==> src/rtl/fifo_pkt_ctrl.sv <==
// Packet sequencer for the 128x8 fifo: length write, byte load with level-held write strobes,
// then drain to a valid/ready sink. Define FIFO_PKT_TIMEOUT_EN to abort a stalled load.
module fifo_pkt_ctrl #(
  parameter int unsigned DEPTH       = 128,
  parameter int unsigned STROBE_HI   = 2,
  parameter int unsigned STROBE_LO   = 2,
  parameter int unsigned TIMEOUT_CYC = 1024
) (
  input  logic       i_clk,
  input  logic       i_reset,
  input  logic       i_start,
  input  logic       i_abort,
  input  logic [7:0] i_cfg_len,
  input  logic [7:0] i_s_data,
  input  logic       i_s_valid,
  output logic       o_s_ready,
  output logic [7:0] o_m_data,
  output logic       o_m_valid,
  input  logic       i_m_ready,
  output logic       o_fifo_wr_en,
  output logic       o_fifo_rd_en,
  output logic       o_fifo_length_wr_en,
  output logic       o_fifo_length_rd_en,
  output logic [7:0] o_fifo_data_in,
  output logic [7:0] o_fifo_length_in,
  input  logic [7:0] i_fifo_data_out,
  input  logic       i_fifo_full,
  output logic       o_busy,
  output logic       o_done,
  output logic       o_err
);

  typedef enum logic [3:0] {
    StIdle, StCfg, StLdWait, StWrHi, StWrLo, StRdHi, StRdHold, StRdLo, StFin, StAbort, StAbortCfg
  } state_e;

  state_e     r_state;
  logic [7:0] r_len, r_cnt, r_tmr;
  logic [7:0] r_data_in, r_len_in, r_m_data;
  logic       r_wr_en, r_rd_en, r_len_wr_en, r_m_valid, r_done, r_err;

  logic w_len_ok, w_s_ready, w_accept, w_hi_last, w_lo_last, w_timeout;

  assign w_len_ok  = (i_cfg_len != 8'd0) && (32'(i_cfg_len) <= DEPTH);
  // Abort masks s_ready so the source never sees a byte accepted that is then dropped.
  assign w_s_ready = (r_state == StLdWait) && (r_cnt != r_len) && !i_fifo_full && !i_abort;
  assign w_accept  = w_s_ready && i_s_valid;
  assign w_hi_last = (r_tmr == 8'(STROBE_HI - 1));
  assign w_lo_last = (r_tmr == 8'(STROBE_LO - 1));

`ifdef FIFO_PKT_TIMEOUT_EN
  localparam int unsigned StallW = $clog2(TIMEOUT_CYC + 1);
  logic [StallW-1:0] r_stall;

  always_ff @(posedge i_clk) begin
    if (i_reset || (r_state != StLdWait) || w_accept) begin
      r_stall <= '0;
    end else begin
      r_stall <= r_stall + StallW'(1);
    end
  end

  assign w_timeout = (r_state == StLdWait) && (r_stall == StallW'(TIMEOUT_CYC - 1));
`else
  logic w_unused_timeout;
  assign w_unused_timeout = ^TIMEOUT_CYC;
  assign w_timeout        = 1'b0;
`endif

  always_ff @(posedge i_clk) begin
    if (i_reset) begin
      r_state     <= StIdle;
      r_len       <= 8'd0;
      r_cnt       <= 8'd0;
      r_tmr       <= 8'd0;
      r_data_in   <= 8'd0;
      r_len_in    <= 8'd0;
      r_m_data    <= 8'd0;
      r_wr_en     <= 1'b0;
      r_rd_en     <= 1'b0;
      r_len_wr_en <= 1'b0;
      r_m_valid   <= 1'b0;
      r_done      <= 1'b0;
      r_err       <= 1'b0;
    end else if (i_abort) begin
      r_state     <= StAbort;
      r_cnt       <= 8'd0;
      r_tmr       <= 8'd0;
      r_wr_en     <= 1'b0;
      r_rd_en     <= 1'b0;
      r_len_wr_en <= 1'b0;
      r_m_valid   <= 1'b0;
      r_done      <= 1'b0;
    end else begin
      r_done <= 1'b0;
      unique case (r_state)
        StIdle: begin
          if (i_start) begin
            if (w_len_ok) begin
              r_len       <= i_cfg_len;
              r_len_in    <= i_cfg_len;
              r_len_wr_en <= 1'b1;
              r_err       <= 1'b0;
              r_cnt       <= 8'd0;
              r_state     <= StCfg;
            end else begin
              r_err <= 1'b1;
            end
          end
        end
        StCfg: begin
          r_len_wr_en <= 1'b0;
          r_tmr       <= 8'd0;
          r_state     <= StLdWait;
        end
        StLdWait: begin
          r_tmr <= 8'd0;
          if (r_cnt == r_len) begin
            r_cnt   <= 8'd0;
            r_rd_en <= 1'b1;
            r_state <= StRdHi;
          end else if (i_fifo_full) begin
            // Early full: drain only what was actually written.
            r_err <= 1'b1;
            r_len <= r_cnt;
            r_cnt <= 8'd0;
            if (r_cnt == 8'd0) begin
              r_state <= StIdle;
            end else begin
              r_rd_en <= 1'b1;
              r_state <= StRdHi;
            end
          end else if (w_accept) begin
            r_data_in <= i_s_data;
            r_wr_en   <= 1'b1;
            r_state   <= StWrHi;
          end else if (w_timeout) begin
            r_err   <= 1'b1;
            r_cnt   <= 8'd0;
            r_state <= StAbort;
          end
        end
        StWrHi: begin
          if (w_hi_last) begin
            r_wr_en <= 1'b0;
            r_tmr   <= 8'd0;
            r_state <= StWrLo;
          end else begin
            r_tmr <= r_tmr + 8'd1;
          end
        end
        StWrLo: begin
          if (w_lo_last) begin
            r_cnt   <= r_cnt + 8'd1;
            r_tmr   <= 8'd0;
            r_state <= StLdWait;
          end else begin
            r_tmr <= r_tmr + 8'd1;
          end
        end
        StRdHi: begin
          if (w_hi_last) begin
            r_m_data  <= i_fifo_data_out;
            r_m_valid <= 1'b1;
            r_tmr     <= 8'd0;
            r_state   <= StRdHold;
          end else begin
            r_tmr <= r_tmr + 8'd1;
          end
        end
        StRdHold: begin
          if (i_m_ready) begin
            r_m_valid <= 1'b0;
            r_rd_en   <= 1'b0;
            r_tmr     <= 8'd0;
            r_state   <= StRdLo;
          end
        end
        StRdLo: begin
          if (w_lo_last) begin
            r_tmr <= 8'd0;
            r_cnt <= r_cnt + 8'd1;
            if ((r_cnt + 8'd1) == r_len) begin
              r_done  <= 1'b1;
              r_state <= StFin;
            end else begin
              r_rd_en <= 1'b1;
              r_state <= StRdHi;
            end
          end else begin
            r_tmr <= r_tmr + 8'd1;
          end
        end
        StFin: r_state <= StIdle;
        StAbort: begin
          r_len_wr_en <= 1'b1;
          r_len_in    <= 8'd0;
          r_state     <= StAbortCfg;
        end
        StAbortCfg: begin
          r_len_wr_en <= 1'b0;
          r_state     <= StIdle;
        end
        default: r_state <= StIdle;
      endcase
    end
  end

  assign o_s_ready           = w_s_ready;
  assign o_m_data            = r_m_data;
  assign o_m_valid           = r_m_valid;
  assign o_fifo_wr_en        = r_wr_en;
  assign o_fifo_rd_en        = r_rd_en;
  assign o_fifo_length_wr_en = r_len_wr_en;
  assign o_fifo_length_rd_en = 1'b0;
  assign o_fifo_data_in      = r_data_in;
  assign o_fifo_length_in    = r_len_in;
  assign o_busy              = (r_state != StIdle);
  assign o_done              = r_done;
  assign o_err               = r_err;

endmodule

==> config.mk <==
export PLATFORM = sky130hd
export DESIGN_NAME = fifo_pkt_ctrl
export DESIGN_NICKNAME = d
export VERILOG_FILES = /design/src/rtl/fifo_pkt_ctrl.sv
export SDC_FILE = /design/constraint.sdc
export NUM_CORES = 1
export LEC_CHECK = 0
export CORE_MARGIN = 1
export CORE_UTILIZATION = 55
export CTS_CLUSTER_SIZE = 8
export DETAILED_ROUTE_END_ITERATION = 10
export PLACE_DENSITY = 0.85
export SETUP_SLACK_MARGIN = 0.3
export SLEW_MARGIN = 20
export SYNTH_ARGS = -nofsm -noshare
export SYNTH_HDL_FRONTEND = slang
export SYNTH_SLANG_ARGS = --single-unit
==> constraint.sdc <==
create_clock -name i_clk -period 4.7 [get_ports i_clk]
set_input_delay 0.94 -clock i_clk [delete_from_list [all_inputs] [get_ports i_clk]]
set_output_delay 0.94 -clock i_clk [all_outputs]
set_load 0.1 [all_outputs]
==> results of run 1 <==
## cells by family after synthesis
| group | after synthesis |
|---|---|
| buf+inv | 33 |
| other cells | 1 |
| xor+xnor | 19 |
| mux | 17 |
| simple gates | 167 |
| compound gates | 70 |
| flops | 58 |
| fa+ha+maj | 4 |
## layout by cell type, fill, tap and decap left out, types with 2 or more instances in the layout
cell             count
nand3b_1            11
xnor2_1             11
nand2_1             33
o211ai_1             3
nor2b_1              3
clkinv_2             2
nand3_1             10
bufinv_16            2
and3_1               6
clkdlybuf4s50_1     61
a221oi_1             3
or2_2                5
dfxtp_1             58
clkbuf_8            10
a211oi_1             3
nor3_1               7
buf_4                2
ha_1                 4
nand4_1              6
nor2_1              55
a311oi_1            10
inv_1                8
or3_1                4
a31oi_1              9
nand2b_4             2
mux2i_1             17
a21oi_2              2
a21oi_1             19
xor2_1               8
o21ai_0             10
and4_1               2
nor4b_1              2
nand2b_1            11
## layer usage
layer / GRT usage (%) / vias to the layer above
met5: 0 / -
met4: 12.31 / 0
met3: 6.108 / 19
met2: 42.61 / 104
met1: 33.06 / 1330
li1: - / 1404
## worst max-delay path by stage
| stage | startpoint | end | slack (ps) | depth (start not counted) |
|---|---|---|---|---|
| after detailed placement | i_cfg_len[3] | r_len[5] | 1210 | 7 |
| final | r_state[1] | o_s_ready | 1050 | 5 |
| after global placement | i_cfg_len[3] | r_len[7] | 1370 | 7 |
| after CTS | r_state[1] | o_s_ready | 1120 | 5 |
| after floorplan | r_state[2] | o_s_ready | 1260 | 5 |
| after global routing | r_state[1] | o_s_ready | 890 | 5 |
## report_power, final
group | switching, mW | internal, mW
Combinational | 0.159 | 0.0921
Sequential | 0.0232 | 0.506
Clock | 0.206 | 0.311
## per-stage QoR
stage	hold slack (ps)	setup WS (ps)	instance area, sq um	instances
after detailed placement	454.7	1207	3656	477
after global routing	481.1	893.3	3880	493
final	465.3	1045	3880	493
after global placement	454.6	1368	3656	477
after floorplan	472.1	1260	3064	369
after CTS	463.9	1121	3875	493
## final cells by class
class / instances / share of cell area, %
inverter: 8 / 0.7739
clock inverter: 5 / 1.999
timing repair buffer: 63 / 16.12
sequential: 58 / 29.93
clock buffer: 11 / 3.644
tap: 70 / 2.257
multi-input combinational: 278 / 45.28
## state kept, by name, indices dropped and copies added, names as in the netlist, 4 cells and up
| name | cells |
|---|---|
| o_fifo_data_in | 8 |
| o_fifo_length_in | 8 |
| o_m_data | 8 |
| r_cnt | 8 |
| r_len | 8 |
| r_tmr | 8 |
| r_state | 4 |
## critical path: cells and delay by family (launching register included)
kind,cells,cell delay [ps]
AND/OR/NAND/NOR,3,1070
flip-flops,1,710
buffers and inverters,1,300
AO/OA/AOI/OAI,1,280
## Yosys cell counts (all sizes together), types with 6 or more instances
| cell type | number |
|---|---|
| and3 | 7 |
| a311oi | 10 |
| xnor2 | 11 |
| xor2 | 8 |
| nor3 | 7 |
| a31oi | 9 |
| a21oi | 21 |
| buf | 7 |
| nand3 | 10 |
| nor2 | 55 |
| mux2i | 17 |
| inv | 8 |
| nand2b | 13 |
| nand2 | 33 |
| nand4 | 6 |
| clkbuf | 18 |
| dfxtp | 58 |
| o21ai | 10 |
| nand3b | 11 |
==> impl_metrics.json, run 1 <==
{
  "cts_setup_buffers": 0,
  "dr.max_layer_used": "met4",
  "hold_class": "register to register",
  "clock-sinks": 58,
  "skew_ps": 9.160,
  "antenna_found_initial": 0,
  "postRouteAntennaNets": 0,
  "tns_ps": 0,
  "start_kind": "register",
  "synth_cells": 369,
  "worstPathArrival_ps": 2710,
  "initial_core_util_pct": 58.50,
  "yosys.area_share.simple_pct": 28.46,
  "hold_viol_final": 0,
  "synth_top_area_share_pct": 37.89,
  "critPathMaxFanout": 20,
  "leakage_nw": 1.403,
  "synth_mux_area_share_pct": 5.553,
  "yosysTopAreaCell": "dfxtp_1",
  "die_x_microns": 76.64,
  "antenna_cells": 0,
  "final_util_pct": 74.08,
  "synth_top_family_by_area": "simple AND/OR/NAND/NOR gates",
  "root_buffer": "clkbuf_8",
  "seqCellArea_sq_um": 1161,
  "route.met2.wl_mm": 3.440,
  "synthXorXnorAreaFrac_pct": 5.431,
  "required_ps": 3760,
  "vias": 2857,
  "relSlewSlack_pct": 33.67,
  "synth_flop_cell": "dfxtp_1",
  "wl_per_cell_microns": 14.98,
  "grt_overflow": 0,
  "synthAdderAreaFrac_pct": 1.633,
  "post_cts_resized": 0,
  "crit_path_end_kind": "output pin",
  "route.detailed.drc": 0,
  "slew_violations": 0,
  "yosysWarningCount": 0,
  "cts_max_path_buffers": 2,
  "routed_wirelength_mm": 7.385,
  "grt_usage_pct": 26.33,
  "synthToLayoutAreaGrowth_pct": 26.62,
  "report.final.setup_viol": 0,
  "max_stage_delay_ps": 710,
  "grt_max_degree": 38,
  "rsz0062_at_grt": "false",
  "hp-start": "o_fifo_wr_en",
  "drive_above_1_share_pct": 7.565,
  "numCtsBuffers": 9,
  "first_pass_iters": 4,
  "r2r_setup_slack_ps": 1720,
  "fmax_ghz": 0.2736,
  "grt_pass1_wl_mm": 12.48,
  "max_cap_viol_count": 0,
  "critPathMostFrequentCell": "nor2_1",
  "hpwlAfterDp_mm": 5.182,
  "ir_drop_mv": 0.2288,
  "status": "completed",
  "worstRegToRegCells": 6,
  "wl_met3_microns": 493,
  "ys_ff_latch": 58,
  "hold_depth": 2,
  "nets": 453,
  "ys_top_cells_by_area": "dfxtp_1, nor2_1, mux2i_1, nand2_1, xnor2_1",
  "met1Wirelength_mm": 3.277,
  "clk_latency_ps": 340,
  "clk_pin_slew_ps": 70,
  "pin_count": 64,
  "fin_crit_ps": 3655,
  "vias_per_cell": 5.795,
  "core_region_area_sq_um": 5238,
  "synthArstFlopShare_pct": 0,
  "r2r_start": "r_state[1]",
  "synth_area_per_cell_sq_um": 8.304,
  "nFillCells": 399,
  "synth-edff-count": 0,
  "cp_cell_sequence": "or4b_1 > nor2_1 > o21ai_0 > nor2_1 > buf_4",
  "htreeDepth": 3,
  "synth_area_sq_um": 3064,
  "globalplace.congestion": 0.8560,
  "p_total_mw": 1.297,
  "die_area_sq_um": 5874,
  "synth_compound_area_share_pct": 15.97,
  "grt_pass1_vias": 2722,
  "crit_type": "register to output pin",
  "r2r-end": "o_fifo_data_in[2]",
  "min_to": "o_fifo_wr_en",
  "cp_slowest_cell": "dfxtp_1",
  "port_buffers": 62,
  "rows": 26,
  "die_h_microns": 76.64,
  "synth_seq_area_share_pct": 37.89,
  "period_share_pct": 77.76,
  "cts_tree": "yes",
  "synth_cell_types": 54,
  "worst_pin_slew_ps": 991.8,
  "multi_input_comb_area_sq_um": 1757,
  "drt-initial-drc-count": 133,
  "synthesis.nets": 404,
  "cts_hold_buf": 0,
  "power.density_nw_per_um2": 334.4
}
Power figures use the tool's default switching activity.
==> inputs of run 2 (changes only) <==
CORE_UTILIZATION = 46   (was 55)
PLACE_DENSITY = 0.76   (was 0.85)
clock period = 3.2 ns   (was 4.7 ns; I/O delays follow)
==> run 2 against run 1 <==
  * First-iteration DRC count is 130% higher
  * Sequential power is 43% higher
  * Combinational power is 58% higher
  * Power is 35% higher
  * Utilization is 14 points lower
  * Largest cell class unchanged
  * Cell count is 3.2% higher
  * Via count is 2.0% higher
  * Sequential share of layout area is 0.30 points higher
  * Clock skew is 2.5 ps lower
  * Largest power group unchanged
  * Critical endpoint is now r_cnt[2]
  * Critical path type is now primary input to register
  * Highest routed layer unchanged
  * Setup slack worse by 530 ps
==> impl_metrics.json, run 2 (synthesized netlist as in run 1, its figures left out) <==
{
  "period_share_pct": 83.84,
  "p_seq_share_pct": 43.4,
  "relSlewSlack_pct": 59.76,
  "synthToLayoutAreaGrowth_pct": 25.36,
  "status": "completed",
  "route.detailed.drc": 0,
  "routed_wirelength_mm": 7.552,
  "cts_tree": "yes",
  "grt_usage_pct": 22.36,
  "skew_ps": 6.699,
  "cts_max_path_buffers": 2,
  "clkPwrFrac_pct": 33.9,
  "initial_core_util_pct": 47.98,
  "rsz0062_at_grt": "false",
  "root_buffer": "clkbuf_8",
  "postRouteAntennaNets": 0,
  "start_kind": "primary input",
  "post-place-ws_ps": 148.1,
  "max_cap_viol_count": 0,
  "drt-initial-drc-count": 304,
  "antenna_found_initial": 0,
  "leakage_nw": 1.484,
  "required_ps": 3440,
  "slew_violations": 0,
  "p_comb_share_pct": 22.7,
  "ir_drop_mv": 0.4015,
  "fmax_ghz": 0.3727,
  "die_area_sq_um": 6991,
  "cts_hold_buf": 0,
  "pin_count": 64,
  "drive_above_1_share_pct": 16.67,
  "clk_latency_ps": 340,
  "critPathMaxFanout": 9,
  "globalplace.congestion": 0.8730,
  "rows": 29,
  "clk_pin_slew_ps": 60,
  "fin_crit_ps": 2683,
  "report.final.setup_viol": 0,
  "hold_viol_final": 0,
  "die_x_microns": 83.62,
  "worst_pin_slew_ps": 603.0,
  "tns_ps": 0,
  "die_h_microns": 83.62,
  "final_common_cell": "dfxtp_1",
  "p_switching_mw": 0.5664,
  "p_int_mw": 1.181,
  "grt_pass1_wl_mm": 12.61,
  "antenna_cells": 0,
  "hpwlAfterDp_mm": 5.455,
  "clock-sinks": 58,
  "crit_path_end_kind": "register",
  "vias_per_cell": 5.723,
  "core_region_area_sq_um": 6386,
  "r2r_setup_slack_ps": 640,
  "grt_pass1_vias": 2700,
  "post_cts_resized": 0,
  "p_sw_share_pct": 32.42,
  "first_pass_iters": 5,
  "setup_slack_ps": 517.2,
  "cts_setup_buffers": 0,
  "port_buffers": 62,
  "final_cell_mix": "dfxtp_1, nor2_1, buf_4",
  "crit_type": "primary input to register",
  "numCtsBuffers": 9,
  "htreeDepth": 3,
  "grt_max_degree": 37,
  "vias": 2913,
  "worstPathArrival_ps": 2920,
  "wl_per_cell_microns": 14.84,
  "power.density_nw_per_um2": 454.8,
  "nets": 462,
  "grt_overflow": 0,
  "hold_class": "register to register"
}
## run 2: metal layers
metal,global-route usage [%],up-vias,part of all wire [%]
li1,-,1430,-
met1,29.25,1345,45
met2,35.03,125,46
met3,6.034,13,7.5
met4,8.783,0,1.7
met5,0,-,0
## run 2: layout make-up
| type | instances | area, sq um |
|---|---|---|
| Tap cell | 77 | 96.34 |
| Fill cell | 594 | 2545 |
| Clock buffer | 11 | 141.4 |
| Multi-Input combinational cell | 278 | 1754 |
| Clock inverter | 5 | 30.03 |
| Timing Repair Buffer | 72 | 628.1 |
| Inverter | 8 | 30.03 |
| Sequential cell | 58 | 1161 |
## run 2: through the flow
| step | std cells | power, mW | utilization [%] | instance area (sq um) | hold WS, ps |
|---|---|---|---|---|---|
| global route | 509 | 1.824 | 60.15 | 3841 | 492.9 |
| finish | 509 | 1.747 | 60.15 | 3841 | 465.7 |
| detailed placement | 493 | 1.165 | 57.46 | 3670 | 460.1 |
| global placement | 493 | 1.161 | 57.46 | 3670 | 454.5 |
| floorplan | 369 | 1.062 | - | 3067 | 472.1 |
| CTS | 509 | 1.759 | 60.15 | 3841 | 471.8 |
## run 2: critical path, stage by stage
cell and delay [ps]:
clkdlybuf4s50_1 440, or4_1 550, or3_4 400, a31o_4 280, and3_1 280, a311oi_1 330
## run 2: worst paths after layout
check	to	start	cells after the start
max	r_cnt[2]	i_cfg_len[3]	6
min	o_fifo_length_in[0]	o_fifo_length_in[0]	2
max reg2reg	r_state[3]	r_cnt[0]	7
min reg2reg	o_fifo_length_in[0]	o_fifo_length_in[0]	2
## run 2: power by group through the flow
| stage | clock network [mW] | logic (mW) | registers, mW |
|---|---|---|---|
| after global routing | 0.640 | 0.425 | 0.760 |
| after detailed placement | 0 | 0.392 | 0.773 |
| after global placement | 0 | 0.388 | 0.773 |
| final | 0.593 | 0.397 | 0.758 |
| after floorplan | 0 | 0.213 | 0.849 |
| after CTS | 0.608 | 0.394 | 0.757 |
